## src/rtl/hamming_seq_ctrl_if.sv

```systemverilog
// Bus between the SECDED decode sequencer and its memory/decoder environment.
interface hamming_seq_ctrl_if #(
  parameter int AW = 8
);
  logic          init;
  logic          done;
  logic [AW-1:0] mem_addr;
  logic          mem_wr_en;
  logic [7:0]    mem_wr_data;
  logic [7:0]    mem_rd_data;
  logic          dec_req;
  logic [15:0]   dec_word;
  logic          dec_ack;
  logic [15:0]   dec_result;
  logic [7:0]    sgl_cnt;
  logic [7:0]    dbl_cnt;

  modport master (
    input  init, mem_rd_data, dec_ack, dec_result,
    output done, mem_addr, mem_wr_en, mem_wr_data, dec_req, dec_word, sgl_cnt, dbl_cnt
  );

  modport slave (
    output init, mem_rd_data, dec_ack, dec_result,
    input  done, mem_addr, mem_wr_en, mem_wr_data, dec_req, dec_word, sgl_cnt, dbl_cnt
  );
endinterface

```

## src/rtl/hamming_seq_ctrl.sv

```systemverilog
// Walks NUM_WORDS encoded words through the external SECDED decoder and writes results back.
// Optional error statistics counters: define HSEQ_ERR_STATS_EN.
module hamming_seq_ctrl #(
  parameter int AW        = 8,
  parameter int SRC_BASE  = 64,
  parameter int DST_BASE  = 94,
  parameter int NUM_WORDS = 15
) (
  input  logic               clk,
  input  logic               reset,
  hamming_seq_ctrl_if.master bus
);

  localparam int IW = (NUM_WORDS > 1) ? $clog2(NUM_WORDS) : 1;
  localparam logic [IW-1:0] LAST_IDX = IW'(NUM_WORDS - 1);

  typedef enum logic [2:0] {
    IDLE, RD_LO, RD_HI, DEC, WR_LO, WR_HI, DONE
  } state_t;

  state_t        r_state;
  state_t        w_next;
  logic [IW-1:0] r_idx;
  logic [7:0]    r_lo;
  logic [7:0]    r_hi;
  logic [15:0]   r_res;
  logic          r_done;

  logic          w_start;
  logic          w_last;
  logic          w_accept;
  logic [AW-1:0] w_off;
  logic [AW-1:0] w_src;
  logic [AW-1:0] w_dst;

  assign w_start  = bus.init && ((r_state == IDLE) || (r_state == DONE));
  assign w_last   = (r_idx == LAST_IDX);
  assign w_accept = (r_state == DEC) && bus.dec_ack;
  // Byte offset of the current word; sums truncate to AW bits so addresses wrap.
  assign w_off    = AW'({r_idx, 1'b0});
  assign w_src    = AW'(SRC_BASE) + w_off;
  assign w_dst    = AW'(DST_BASE) + w_off;

  always_ff @(posedge clk or posedge reset) begin
    if (reset) r_state <= IDLE;
    else       r_state <= w_next;
  end

  always_ff @(posedge clk or posedge reset) begin
    if (reset) begin
      r_idx  <= '0;
      r_lo   <= '0;
      r_hi   <= '0;
      r_res  <= '0;
      r_done <= 1'b0;
    end else begin
      if (w_start) begin
        r_idx  <= '0;
        r_done <= 1'b0;
      end else if (r_state == DONE) begin
        r_done <= 1'b1;
      end
      if (r_state == RD_LO) r_lo <= bus.mem_rd_data;
      if (r_state == RD_HI) r_hi <= bus.mem_rd_data;
      if (w_accept)         r_res <= bus.dec_result;
      if ((r_state == WR_HI) && !w_last) r_idx <= r_idx + IW'(1);
    end
  end

  always_comb begin
    w_next          = r_state;
    bus.mem_addr    = '0;
    bus.mem_wr_en   = 1'b0;
    bus.mem_wr_data = '0;
    bus.dec_req     = 1'b0;
    bus.dec_word    = '0;
    case (r_state)
      IDLE:  if (bus.init) w_next = RD_LO;
      RD_LO: begin
        bus.mem_addr = w_src;
        w_next       = RD_HI;
      end
      RD_HI: begin
        bus.mem_addr = w_src + AW'(1);
        w_next       = DEC;
      end
      DEC: begin
        bus.dec_req  = 1'b1;
        bus.dec_word = {r_hi, r_lo};
        if (bus.dec_ack) w_next = WR_LO;
      end
      WR_LO: begin
        bus.mem_addr    = w_dst;
        bus.mem_wr_en   = 1'b1;
        bus.mem_wr_data = r_res[7:0];
        w_next          = WR_HI;
      end
      WR_HI: begin
        bus.mem_addr    = w_dst + AW'(1);
        bus.mem_wr_en   = 1'b1;
        bus.mem_wr_data = r_res[15:8];
        w_next          = w_last ? DONE : RD_LO;
      end
      DONE:    if (bus.init) w_next = RD_LO;
      default: w_next = IDLE;
    endcase
  end

  assign bus.done = r_done;

`ifdef HSEQ_ERR_STATS_EN
  logic [7:0] r_sgl;
  logic [7:0] r_dbl;

  always_ff @(posedge clk or posedge reset) begin
    if (reset) begin
      r_sgl <= '0;
      r_dbl <= '0;
    end else if (w_start) begin
      r_sgl <= '0;
      r_dbl <= '0;
    end else if (w_accept) begin
      if ((bus.dec_result[15:14] == 2'b01) && (r_sgl != '1)) r_sgl <= r_sgl + 8'd1;
      if ((bus.dec_result[15:14] == 2'b10) && (r_dbl != '1)) r_dbl <= r_dbl + 8'd1;
    end
  end

  assign bus.sgl_cnt = r_sgl;
  assign bus.dbl_cnt = r_dbl;
`else
  assign bus.sgl_cnt = '0;
  assign bus.dbl_cnt = '0;
`endif

endmodule

```

## src/flat_wrapper.sv

```systemverilog
// flat-port wrapper written by rule: the top's interface ports become plain ports
module hamming_seq_ctrl_flat 
#(
  parameter int AW        = 8,
  parameter int SRC_BASE  = 64,
  parameter int DST_BASE  = 94,
  parameter int NUM_WORDS = 15
)
  (clk, reset, bus_init, bus_mem_rd_data, bus_dec_ack, bus_dec_result, bus_done, bus_mem_addr, bus_mem_wr_en, bus_mem_wr_data, bus_dec_req, bus_dec_word, bus_sgl_cnt, bus_dbl_cnt);
  hamming_seq_ctrl_if #(.AW(AW)) bus_i ();
  input  logic clk;
  input  logic reset;
  input wire logic [$bits(bus_i.init)-1:0] bus_init;
  input wire logic [$bits(bus_i.mem_rd_data)-1:0] bus_mem_rd_data;
  input wire logic [$bits(bus_i.dec_ack)-1:0] bus_dec_ack;
  input wire logic [$bits(bus_i.dec_result)-1:0] bus_dec_result;
  output wire logic [$bits(bus_i.done)-1:0] bus_done;
  output wire logic [$bits(bus_i.mem_addr)-1:0] bus_mem_addr;
  output wire logic [$bits(bus_i.mem_wr_en)-1:0] bus_mem_wr_en;
  output wire logic [$bits(bus_i.mem_wr_data)-1:0] bus_mem_wr_data;
  output wire logic [$bits(bus_i.dec_req)-1:0] bus_dec_req;
  output wire logic [$bits(bus_i.dec_word)-1:0] bus_dec_word;
  output wire logic [$bits(bus_i.sgl_cnt)-1:0] bus_sgl_cnt;
  output wire logic [$bits(bus_i.dbl_cnt)-1:0] bus_dbl_cnt;
  assign bus_i.init = bus_init;
  assign bus_i.mem_rd_data = bus_mem_rd_data;
  assign bus_i.dec_ack = bus_dec_ack;
  assign bus_i.dec_result = bus_dec_result;
  assign bus_done = bus_i.done;
  assign bus_mem_addr = bus_i.mem_addr;
  assign bus_mem_wr_en = bus_i.mem_wr_en;
  assign bus_mem_wr_data = bus_i.mem_wr_data;
  assign bus_dec_req = bus_i.dec_req;
  assign bus_dec_word = bus_i.dec_word;
  assign bus_sgl_cnt = bus_i.sgl_cnt;
  assign bus_dbl_cnt = bus_i.dbl_cnt;
  hamming_seq_ctrl #(.AW(AW), .SRC_BASE(SRC_BASE), .DST_BASE(DST_BASE), .NUM_WORDS(NUM_WORDS)) u_core (.clk(clk), .reset(reset), .bus(bus_i));
endmodule
```

## config.mk

```make
export PLATFORM = sky130hd
export DESIGN_NAME = hamming_seq_ctrl_flat
export DESIGN_NICKNAME = d
export VERILOG_FILES = /design/src/rtl/hamming_seq_ctrl_if.sv /design/src/rtl/hamming_seq_ctrl.sv /design/src/flat_wrapper.sv
export SDC_FILE = /design/constraint.sdc
export NUM_CORES = 1
export LEC_CHECK = 0
export CORE_AREA = 5 5 74 76
export DETAILED_ROUTE_END_ITERATION = 10
export DIE_AREA = 0 0 79 81
export PLACE_DENSITY = 0.87
export SLEW_MARGIN = 40
export SYNTH_ARGS = -nofsm -noshare
export SYNTH_HDL_FRONTEND = slang
export SYNTH_SLANG_ARGS = --single-unit
```

## constraint.sdc

```tcl
create_clock -name clk -period 4.2 [get_ports clk]
set_input_delay 0.42 -clock clk [delete_from_list [all_inputs] [get_ports clk]]
set_output_delay 0.42 -clock clk [all_outputs]
set_load 0.05 [all_outputs]
```

==> flow_metrics.py <==
metrics = {
    "worst_setup_path": {
        "worstPathArrival_ps": 2650,
        "path_cells": "nor3b_2, buf_4, o21ai_0, o21ai_0, clkdlybuf4s50_1",
        "critPathMaxStageDelay_ps": 860,
        "path_depth": 5,
        "critical_path_class": "flip-flop to output port",
        "cp_max_fo": 13,
        "reg2reg_to": "u_core.r_res[9]$_DFFE_PP0P_",
        "rrSetupSlack_ps": 2170,
        "rr_startpoint": "u_core.r_state[0]$_DFFE_PP0P_",
        "path_buf_inv": 2,
        "crit_top_cell": "o21ai_0",
        "cp-startpoint": "u_core.r_state[1]$_DFFE_PP0P_",
        "cp.required_ps": 3780,
        "crit_path_end": "bus_mem_addr[4]",
        "cp-end-kind": "output port",
        "cp_top_family": "buffers and inverters",
        "cp-start-kind": "flip-flop",
        "reg2reg_depth": 3,
        "slowest_stage": "clkdlybuf4s50_1",
    },
    "pwr": {
        "p_switching_mw": 1.03,
        "irDropWorstVdd_v": 0.000378,
        "power_density_mw_per_mm2": 800,
        "power_frac_comb": 0.547,
        "internal_power_mw": 1.31,
        "p_leak_nw": 1.29,
        "p_sw_frac": 0.440,
        "power.share.clock": 0.136,
        "power_frac_seq": 0.318,
    },
    "synth": {
        "syn_inst": 201,
        "synth_top_family_by_area": "multiplexers",
        "yosys_warnings": 0,
        "yosys.area.top_type": "dfrtp_1",
        "synth_ff_type": "dfrtp_1",
        "synth_compound_area_frac": 0.0612,
        "synth-edff-count": 0,
        "yosys-top-cells-count": "dfrtp_1 (40), mux2_2 (22), buf_4 (18)",
        "yosys_register_bits": 40,
        "synth-seq-area-share": 0.445,
        "yosys-mux-area-fraction": 0.222,
        "synth-xor-area-share": 0.0195,
        "synthAdderAreaFrac": 0.0167,
        "synth_top_area_frac": 0.445,
        "netlist_area_sq_mm": 0.00225,
        "syn_avg_cell_area_sq_um": 11.2,
        "ys_types": 38,
        "async_reset_ff_frac": 1.00,
        "synth_simple_gate_area_frac": 0.130,
        "synth_most_common_cell": "dfrtp_1",
        "yosys-top-cells-area": "dfrtp_1 (45%), mux2_2 (11%), mux2_4 (6.7%)",
    },
    "hold_path": {
        "hold_class": "flip-flop to flip-flop",
    },
    "global_route": {
        "gr-usage-all-layers": 0.160,
        "grt_first_pass_wirelength_um": 7980,
        "grt_max_degree": 41,
        "antenna_found_initial": 0,
        "gr-total-overflow": 0,
        "first_global_vias": 1665,
    },
    "clock_network": {
        "cts_root_buf": "clkbuf_8",
        "cts_buffers": 5,
        "max-clock-path-buffers": 2,
        "clock-sinks": 40,
        "cts_setup_buffers": 0,
        "postCtsHoldBufs": 0,
        "htreeDepth": 2,
        "ctsResizeCount": 0,
        "clk_latency_ps": 290,
        "clk_pin_slew_ps": 80,
        "cts_tree": "built",
    },
    "sta": {
        "fmax_ghz": 0.325,
        "setup_viol": 0,
        "fin_tns_setup_ps": 0,
        "min_period_over_period": 0.732,
        "finalCriticalPeriod_ps": 3070,
        "rsz0062_at_grt": "no",
        "fin_skew_ps": 6.94,
        "hold_viol": 0,
        "worstMarginPinSlew_ps": 568,
        "setup_ws_ps": 1130,
        "slew_headroom": 0.621,
        "slew_viol_final": 0,
    },
    "routing": {
        "vias": 1584,
        "vias_per_cell": 5.06,
        "met2_length_um": 2360,
        "met3_wirelength_um": 347,
        "dr.pass1.iters": 4,
        "drt_iter0_drc": 67,
        "wl_per_cell_um": 15.3,
        "top_layer": "met4",
        "wl_met1_um": 1990,
        "antenna_left": 0,
        "drc": 0,
        "wl_um": 4800,
    },
    "place": {
        "gp_congestion": 0.852,
        "postPlaceCellArea_sq_mm": 0.00280,
        "hpwl_um": 3510,
        "io_buffer_count": 61,
        "pre_cts_ws_ps": 1180,
    },
    "floorplan": {
        "start_util": 0.482,
        "pin_count": 79,
        "die_h_um": 81,
        "rows": 25,
        "fp.dieW_um": 79,
        "fp.dieArea_sq_mm": 0.00640,
        "core-area_sq_mm": 0.00466,
    },
    "outcome": {
        "outcome": "finished, final reports clean",
    },
    "final_layout": {
        "area_delta_synth_final_pct": 29.9,
        "stdcell_area_sq_mm": 0.00292,
        "num_antenna_cells": 0,
        "nets": 289,
        "layout-drive-gt1-share": 0.178,
    },
    "job": {
        "max_cap_viol_count": 0,
    },
}
-- layout by cell type (no fill, tap or decap), types with 2 or more instances in the layout --
cell              n
a22oi_1           2
ha_1              3
buf_4             2
and2_1           16
inv_1             9
mux2i_1          10
nor2_1           10
clkbuf_8          5
nand2_1           5
nand3_1           4
dfrtp_1          39
mux2_4           10
conb_1           17
xor2_1            2
o22ai_1           3
clkdlybuf4s50_1  61
nand2b_1          3
a21oi_1           3
clkinv_4          2
mux2_2           22
o21ai_0          10
xnor2_1           3
-- power groups by stage --
stage | sequential [mW] | clock (mW) | combinational [mW]
CTS | 0.738 | 0.326 | 1.29
finish | 0.742 | 0.317 | 1.28
detailed placement | 0.742 | 0 | 1.28
global route | 0.769 | 0.341 | 1.36
global placement | 0.735 | 0 | 1.25
floorplan | 0.659 | 0 | 1.04
-- cells by family after synthesis --
kind of cell,Yosys count
buffers and inverters,38
AOI/OAI and AO/OA,23
muxes,42
xor gates and xnor gates,5
and+or+nand+nor,49
DFF,40
other,1
adders and majority gates,3
-- state kept, by name, summed over array words and instances, names as in the netlist --
name             flops
u_core.r_state       3
u_core.r_idx         4
u_core.r_lo          8
u_core.r_hi          8
u_core.bus.done      1
u_core.r_res        16
-- worst min path at each step --
stage,startpoint,cells past startpoint,endpoint
finish,u_core.r_lo[0]$_DFFE_PP0N_,1,u_core.r_lo[0]$_DFFE_PP0N_
global route,u_core.r_lo[7]$_DFFE_PP0N_,1,u_core.r_lo[7]$_DFFE_PP0N_
CTS,u_core.r_lo[2]$_DFFE_PP0N_,1,u_core.r_lo[2]$_DFFE_PP0N_
detailed placement,u_core.r_hi[2]$_DFFE_PP0N_,1,u_core.r_hi[2]$_DFFE_PP0N_
global placement,u_core.r_hi[7]$_DFFE_PP0N_,1,u_core.r_hi[7]$_DFFE_PP0N_
floorplan,u_core.r_hi[1]$_DFFE_PP0N_,1,u_core.r_hi[1]$_DFFE_PP0N_
-- routing by layer --
metal	up-vias	track usage
met5	-	0
met4	0	0.0515
met3	10	0.0443
met2	64	0.282
met1	754	0.188
li1	756	-
-- final cells by class --
class / instances / area [sq um]
flip-flops and latches: 40 / 1000
multi-input cells: 139 / 1070
clock inverters: 3 / 47.5
well taps: 54 / 67.6
repair buffers: 63 / 626
inverters: 9 / 33.8
fillers: 374 / 1740
clock buffers: 5 / 68.8
-- worst register-to-register path: stages, from the launching register on --
cell	delay (ps)
dfrtp_2	670
and3b_1	590
nand2_4	280
mux2_4	370
-- metrics by stage --
step | instances | power [mW] | hold slack [ps] | utilization
floorplan | 217 | 1.70 | 472 | -
global placement | 305 | 1.99 | 481 | 0.601
detailed placement | 305 | 2.02 | 488 | 0.601
CTS | 313 | 2.36 | 506 | 0.626
global route | 313 | 2.47 | 524 | 0.626
finish | 313 | 2.33 | 502 | 0.626
(Power assumes the default switching activity.)
